--- src/rtl/pdm_stereo_tx_if.sv ---
// Stereo PCM sample handshake between a sample source and pdm_stereo_tx.
// A pair transfers on a clock edge where pcm_valid and pcm_ready are both high.
interface pdm_stereo_tx_if #(
    parameter int W = 16
);
    logic signed [W-1:0] pcm_left;
    logic signed [W-1:0] pcm_right;
    logic                pcm_valid;
    logic                pcm_ready;

    modport master (output pcm_left, output pcm_right, output pcm_valid, input pcm_ready);
    modport slave  (input pcm_left, input pcm_right, input pcm_valid, output pcm_ready);
endinterface

--- src/rtl/pdm_stereo_tx.sv ---
// Stereo PCM-to-PDM transmitter: two 2nd-order sigma-delta loops time-multiplexed on one data line.
// Optional LFSR decision dither is enabled by defining PDM_TX_DITHER_EN.
module pdm_stereo_tx #(
    parameter int CLK_DIV = 8,
    parameter int DECIM   = 64,
    parameter int W       = 16
) (
    input  logic           clk,
    input  logic           reset,
    pdm_stereo_tx_if.slave pcm,
    output logic           clk_out_pdm,
    output logic           dout,
    output logic           underrun
);
    localparam int PW = (CLK_DIV > 1) ? $clog2(CLK_DIV) : 1;
    localparam int CW = (DECIM > 1) ? $clog2(DECIM) : 1;
    localparam int IW = W + 4;
    // Working width holds integrator + input + feedback without overflow before clamping.
    localparam int SW = W + 6;

    localparam logic signed [SW-1:0] FB_POS = SW'(2 ** (W - 1));
    localparam logic signed [SW-1:0] FB_NEG = -FB_POS;
    localparam logic signed [SW-1:0] IMAX   = SW'((2 ** (IW - 1)) - 1);
    localparam logic signed [SW-1:0] IMIN   = -SW'(2 ** (IW - 1));

    typedef logic signed [IW-1:0] integ_t;
    typedef logic signed [W-1:0]  samp_t;

    function automatic integ_t sat(input logic signed [SW-1:0] v);
        integ_t r;
        if (v > IMAX)
            r = IMAX[IW-1:0];
        else if (v < IMIN)
            r = IMIN[IW-1:0];
        else
            r = v[IW-1:0];
        return r;
    endfunction

    logic [PW-1:0] ph;
    logic [CW-1:0] pc;
    logic          hold_full;
    samp_t         hold [2];
    samp_t         cur  [2];
    integ_t        i1   [2];
    integ_t        i2   [2];
    logic          prev [2];

    logic                   rise_edge;
    logic                   fall_edge;
    logic                   boundary;
    logic                   accept;
    logic signed [SW-1:0]   fb    [2];
    integ_t                 i1_nx [2];
    integ_t                 i2_nx [2];
    logic                   bit_nx [2];

    assign rise_edge     = (ph == PW'(CLK_DIV / 2 - 1));
    assign fall_edge     = (ph == PW'(CLK_DIV - 1));
    assign boundary      = fall_edge && (pc == CW'(DECIM - 1));
    assign accept        = pcm.pcm_valid && !hold_full;
    assign pcm.pcm_ready = !hold_full;

`ifdef PDM_TX_DITHER_EN
    logic [15:0]          lfsr;
    logic signed [1:0]    dith;
    logic signed [SW-1:0] dsum [2];

    assign dith = lfsr[1:0];

    always_ff @(posedge clk) begin
        if (!reset)
            lfsr <= 16'hACE1;
        else if (rise_edge || fall_edge)
            lfsr <= {lfsr[14:0], lfsr[15] ^ lfsr[13] ^ lfsr[12] ^ lfsr[10]};
    end
`endif

    // Index 0 is left (updates on PDM clock rise), index 1 is right (updates on fall).
    always_comb begin
        for (int c = 0; c < 2; c++) begin
            fb[c]     = prev[c] ? FB_POS : FB_NEG;
            i1_nx[c]  = sat(SW'(i1[c]) + SW'(cur[c]) - fb[c]);
            i2_nx[c]  = sat(SW'(i2[c]) + SW'(i1_nx[c]) - fb[c]);
`ifdef PDM_TX_DITHER_EN
            dsum[c]   = SW'(i2_nx[c]) + SW'(dith);
            bit_nx[c] = !dsum[c][SW-1];
`else
            bit_nx[c] = !i2_nx[c][IW-1];
`endif
        end
    end

    always_ff @(posedge clk) begin
        if (!reset) begin
            ph          <= '0;
            pc          <= '0;
            clk_out_pdm <= 1'b0;
            dout        <= 1'b0;
            underrun    <= 1'b0;
            hold_full   <= 1'b0;
            hold        <= '{default: '0};
            cur         <= '{default: '0};
            i1          <= '{default: '0};
            i2          <= '{default: '0};
            prev        <= '{default: 1'b0};
        end else begin
            ph <= fall_edge ? '0 : ph + PW'(1);

            if (rise_edge) begin
                clk_out_pdm <= 1'b1;
                i1[0]       <= i1_nx[0];
                i2[0]       <= i2_nx[0];
                prev[0]     <= bit_nx[0];
                dout        <= bit_nx[0];
            end

            if (fall_edge) begin
                clk_out_pdm <= 1'b0;
                pc          <= boundary ? '0 : pc + CW'(1);
                i1[1]       <= i1_nx[1];
                i2[1]       <= i2_nx[1];
                prev[1]     <= bit_nx[1];
                dout        <= bit_nx[1];
            end

            // The right bit on a boundary edge still uses the outgoing pair.
            if (boundary) begin
                if (hold_full)
                    cur <= hold;
                else
                    underrun <= 1'b1;
            end

            if (accept) begin
                hold[0] <= pcm.pcm_left;
                hold[1] <= pcm.pcm_right;
            end

            hold_full <= accept || (hold_full && !boundary);
        end
    end
endmodule
--- src/flat_wrapper.sv ---
// flat-port wrapper written by rule: the top's interface ports become plain ports
module pdm_stereo_tx_flat 
#(
    parameter int CLK_DIV = 8,
    parameter int DECIM   = 64,
    parameter int W       = 16
)
  (clk, reset, clk_out_pdm, dout, underrun, pcm_pcm_left, pcm_pcm_right, pcm_pcm_valid, pcm_pcm_ready);
  pdm_stereo_tx_if #(.W(W)) pcm_i ();
  input  logic clk;
  input  logic reset;
  output logic clk_out_pdm;
  output logic dout;
  output logic underrun;
  input wire logic [$bits(pcm_i.pcm_left)-1:0] pcm_pcm_left;
  input wire logic [$bits(pcm_i.pcm_right)-1:0] pcm_pcm_right;
  input wire logic [$bits(pcm_i.pcm_valid)-1:0] pcm_pcm_valid;
  output wire logic [$bits(pcm_i.pcm_ready)-1:0] pcm_pcm_ready;
  assign pcm_i.pcm_left = pcm_pcm_left;
  assign pcm_i.pcm_right = pcm_pcm_right;
  assign pcm_i.pcm_valid = pcm_pcm_valid;
  assign pcm_pcm_ready = pcm_i.pcm_ready;
  pdm_stereo_tx #(.CLK_DIV(CLK_DIV), .DECIM(DECIM), .W(W)) u_core (.clk(clk), .reset(reset), .pcm(pcm_i), .clk_out_pdm(clk_out_pdm), .dout(dout), .underrun(underrun));
endmodule
--- config.mk ---
export PLATFORM = sky130hd
export DESIGN_NAME = pdm_stereo_tx_flat
export DESIGN_NICKNAME = d
export VERILOG_FILES = /design/src/rtl/pdm_stereo_tx_if.sv /design/src/rtl/pdm_stereo_tx.sv /design/src/flat_wrapper.sv
export SDC_FILE = /design/constraint.sdc
export NUM_CORES = 1
export LEC_CHECK = 0
export ABC_AREA = 1
export CAP_MARGIN = 15
export CORE_AREA = 2 2 143 214
export CTS_BUF_LIST = sky130_fd_sc_hd__clkbuf_4 sky130_fd_sc_hd__clkbuf_8
export DETAILED_ROUTE_END_ITERATION = 16
export DIE_AREA = 0 0 145 216
export HOLD_SLACK_MARGIN = 0.1
export PLACE_DENSITY = 0.59
export SLEW_MARGIN = 25
export SYNTH_ARGS = -nofsm -noshare
export SYNTH_HDL_FRONTEND = slang
export SYNTH_SLANG_ARGS = --single-unit
--- constraint.sdc ---
create_clock -name clk -period 8.65 [get_ports clk]
set_clock_uncertainty 0.2 [all_clocks]
set_input_delay 1.2975 -clock clk [delete_from_list [all_inputs] [get_ports clk]]
set_output_delay 1.2975 -clock clk [all_outputs]
set_load 0.02 [all_outputs]
Word level (Yosys, flattened, before mapping):

Index checks and enable logic that the tools add are counted.

* register bits after elaboration: 159
* input port bits: 35
* word-level logic and storage cells: 64

* add/subtract/negate cells: 10
* order comparisons: 8
* equal/unequal tests: 3
* muxes and demuxes: 13
* bitwise operators: 2
* reduce and logical (&&, ||, !) cells: 12

Operators by type and width (number)
* $mux 20: 8
* $gt 22x20->1 const B: 4
* $lt 22x20->1 const B: 4
* $sub 22x22->22: 4
* $mux 22: 2
* $add 20x16->21: 2
* $add 20x20->21: 2
* $add 6x1->6 const B: 1
* $eq 6x6->1 const B: 1
* $mux 6: 1
* $logic_not 1->1: 4
* $reduce_and 2->1: 2
* $add 3x1->3 const B: 1
* $eq 3x2->1 const B: 1
* $eq 3x3->1 const B: 1
* $logic_and 1x1->1: 3
* $mux 1: 2
* $not 1->1: 2
* $reduce_bool 2->1: 1
* $reduce_or 2->1: 1
* $logic_or 1x1->1: 1

Longest topological paths before layout:

* depth in word-level cells: 13
* mapped depth: 49
* gate-level depth less buffers: 47

Least setup slack after synthesis:

Ideal clock, no wire load.

* path type: reg2reg
* start: reg u_core.i1[2] (netlist name)
* end: reg u_core.i2[10] (netlist name)
* library setup time: 0.119 ns
* data arrival time: 6.063 ns
* required time: 8.331 ns
* setup slack: 2.267 ns
* stages on the path, launching flop included: 41
* path buffers: 2
* path through: dfxtp_1 > ha_1 > a21oi_1 > nand2_2 > nand2_1 > nand2_2 > nand3_2 > nand2_1 > a21boi_0 > o21bai_1 > a21oi_1 > xor2_1 > ha_1 > inv_1 > nor3_1 > a211oi_1 > nand3_1 > nand2_1 > [... 5 more ...] > fa_1 > nand3_1 > nand2_1 > a21oi_1 > o21ai_0 > a21oi_1 > o21ai_0 > xor2_1 > ha_1 > a21oi_1 > nand2_1 > nand2_1 > nand2_1 > o21ai_0 > inv_1 > a21oi_4 > buf_6 > a21oi_1

RTL lines
* from (decl): RTL line pdm_stereo_tx.sv:45 `integ_t i1 [2];`
* to (decl): RTL line pdm_stereo_tx.sv:46 `integ_t i2 [2];`

==> out/qor.csv <==
metric,value,unit
fill_cells,3169,
hold_class,reg2reg,
ys_types,42,
yosysTopAreaCell,dfxtp_1,
via_count,9828,
dr.pass1.iters,5,
slowest_delay,0.45,ns
start_util,0.365,
drtIter0Drc,455,
wl_per_cell,13.9,microns
io_pins,39,
synth_warnings,0,
grt_pass1_vias,9718,
final_cell_mix,"359 x nand2_1, 210 x nor2_1, 159 x dfxtp_1, 129 x o21ai_0, 123 x a21oi_1",
synth-simple-area-share,0.282,
pre_cts_ws,1.01,ns
rows,77,
die_h,216,microns
numCtsBuffers,17,
h-tree-depth,4,
peakVddDrop,95.7,uV
cts_hold_buf,0,
cts_setup_buffers,0,
synth_fa_ha_area_frac,0.136,
setup_viol,0,
route.detailed.drc,0,
ant_nets,0,
finalCriticalPeriod,7.74,ns
fin_nets,1708,
dieArea,31300,sq um
yosysSeqAreaShare,0.296,
drive_gt1_frac,0.0693,
gp_congestion,0.860,
worst_pin_slew,0.824,ns
rsz0062_at_grt,no,
grt_usage,0.176,
synth_top_family_by_area,simple AND/OR/NAND/NOR gates,
syn_to_final_growth,10.0,%
syn_nets,1691,
worstSetupPathType,reg2reg,
synth_top_area_frac,0.296,
finalSetupTns,0,ns
antenna_found_initial,0,
finalCritPeriodShare,0.894,
critPathSlowestCell,a22oi_1,
vias_per_cell,4.99,
synth_edf_count,0,
avgSynthCellArea,6.95,sq um
timing.final.max_slew_violations,0,
cts_tree,built,
worstPathRequired,8.86,ns
synth_compound_area_frac,0.155,
synth.mux.area_fraction,0,
synth-xor-area-share,0.0612,
arrival,7.95,ns
max_freq,129,MHz
root_buffer,clkbuf_8,
start_kind,flop,
critPathMostFrequentCell,nand2_1,
mostFrequentLayoutCell,nand2_1,
clock_latency,0.48,ns
synthArstFlopShare,0,
end_kind,flop,
fin_total_pwr,1710,uW
cts_resized,0,
synthCells,1544,
cts.sinks,159,
grt_pass1_wl,45400,microns
postLayoutSetupSlackWorst,0.913,ns
worst_hold_slack,0.224,ns
grt_max_degree,62,
relSlewSlack,0.450,
syn-cell-area,10700,sq um
hold_viol,0,
dieWidth,145,microns
antennaDiodeCount,0,
io_buffers,38,
core_area,29400,sq um
clock_path_buffers,2,
p_per_area,145,nW/um^2
drv_cap,0,
synthTopCellsByArea,"dfxtp_1 30%, nand2_1 13%, ha_1 12%",
overflow,0,
totalWireLength,27400,microns
clk_pin_slew,0.10,ns
detailed_place_hpwl,20400,microns
ys_ff_latch,159,
power.leakage,0.00612,uW
synthFlopType,dfxtp_1,
status,"finished, final reports clean",
critical_path_peak_fanout,23,
-- metrics by stage --
stage | cell area [sq um] | util | std cells
final | 11800 | 0.402 | 1969
after floorplan | 10700 | - | 1544
after detailed placement | 11400 | 0.388 | 1937
after global routing | 11800 | 0.402 | 1969
after global placement | 11400 | 0.388 | 1937
after CTS | 11800 | 0.402 | 1969
-- report_power, final --
group / leakage (uW) / internal, uW / switching [uW]
clock network: 0.000193 / 241 / 332
registers: 0.00129 / 758 / 15.5
logic: 0.00463 / 133 / 235
-- routing by layer --
layer  vias up  GRT usage  routed length [microns]
met5         -          0                        0
met2       140      0.350                    14900
met1      4541      0.186                    11100
met3        50     0.0239                      611
met4         0     0.0670                      801
li1       5097          -                        -
-- synthesized netlist by cell type, drive strengths merged (2+ instances only) --
master / number
nand2: 401
nor2: 212
nand3b: 3
nand3: 72
clkbuf: 33
and2: 2
o221ai: 2
xnor2: 24
inv: 125
a21oi: 128
a21o: 6
nor3: 22
fa: 8
o21bai: 10
xor2: 51
nand4: 3
or2: 3
buf: 16
dfxtp: 159
o211ai: 2
a211oi: 3
ha: 104
a31oi: 15
o21ai: 129
a22oi: 6
-- registers in the layout, indices dropped and copies added (netlist names) --
name,cells
u_core.pc,6
u_core.i2,40
u_core.prev,2
u_core.i1,40
u_core.hold,32
u_core.dout,1
u_core.underrun,1
u_core.hold_full,1
u_core.ph,3
u_core.cur,32
u_core.clk_out_pdm,1
-- critical path, delay by kind of cell (launching register included) --
kind | cells | cell delay [ns]
AND/OR/NAND/NOR | 17 | 2.36
XOR/XNOR | 2 | 0.37
adder cells (fa/ha/maj) | 6 | 1.78
flip-flops | 1 | 0.35
AO/OA/AOI/OAI | 8 | 1.77
buffers and inverters | 6 | 0.81
-- path summary, 6_finish.rpt --
path	end	slack, ns	cells after the start	start
worst max register to register	u_core.i2[34]$_SDFFE_PN0N_	0.91	39	u_core.cur[16]$_SDFFE_PN0P_
worst min register to register	u_core.ph[0]$_SDFF_PP0_	0.22	1	u_core.ph[0]$_SDFF_PP0_
worst min-delay path	u_core.ph[0]$_SDFF_PP0_	0.22	1	u_core.ph[0]$_SDFF_PP0_
worst max-delay path	u_core.i2[34]$_SDFFE_PN0N_	0.91	39	u_core.cur[16]$_SDFFE_PN0P_
-- logic make-up after synthesis --
| family | Yosys count |
|---|---|
| xor+xnor | 75 |
| flops | 159 |
| buf+inv | 174 |
| compound gates | 305 |
| fa+ha+maj | 112 |
| simple gates | 719 |
-- area by class of cell --
class / instances / area, sq um / area share
multi-input combinational: 1211 / 6820 / 0.577
sequential: 159 / 3180 / 0.270
tap: 395 / 494 / 0.0418
inverter: 125 / 469 / 0.0397
timing repair buffer: 47 / 443 / 0.0375
clock buffer: 17 / 234 / 0.0198
clock inverter: 15 / 166 / 0.0141
(Power assumes the default switching activity.)
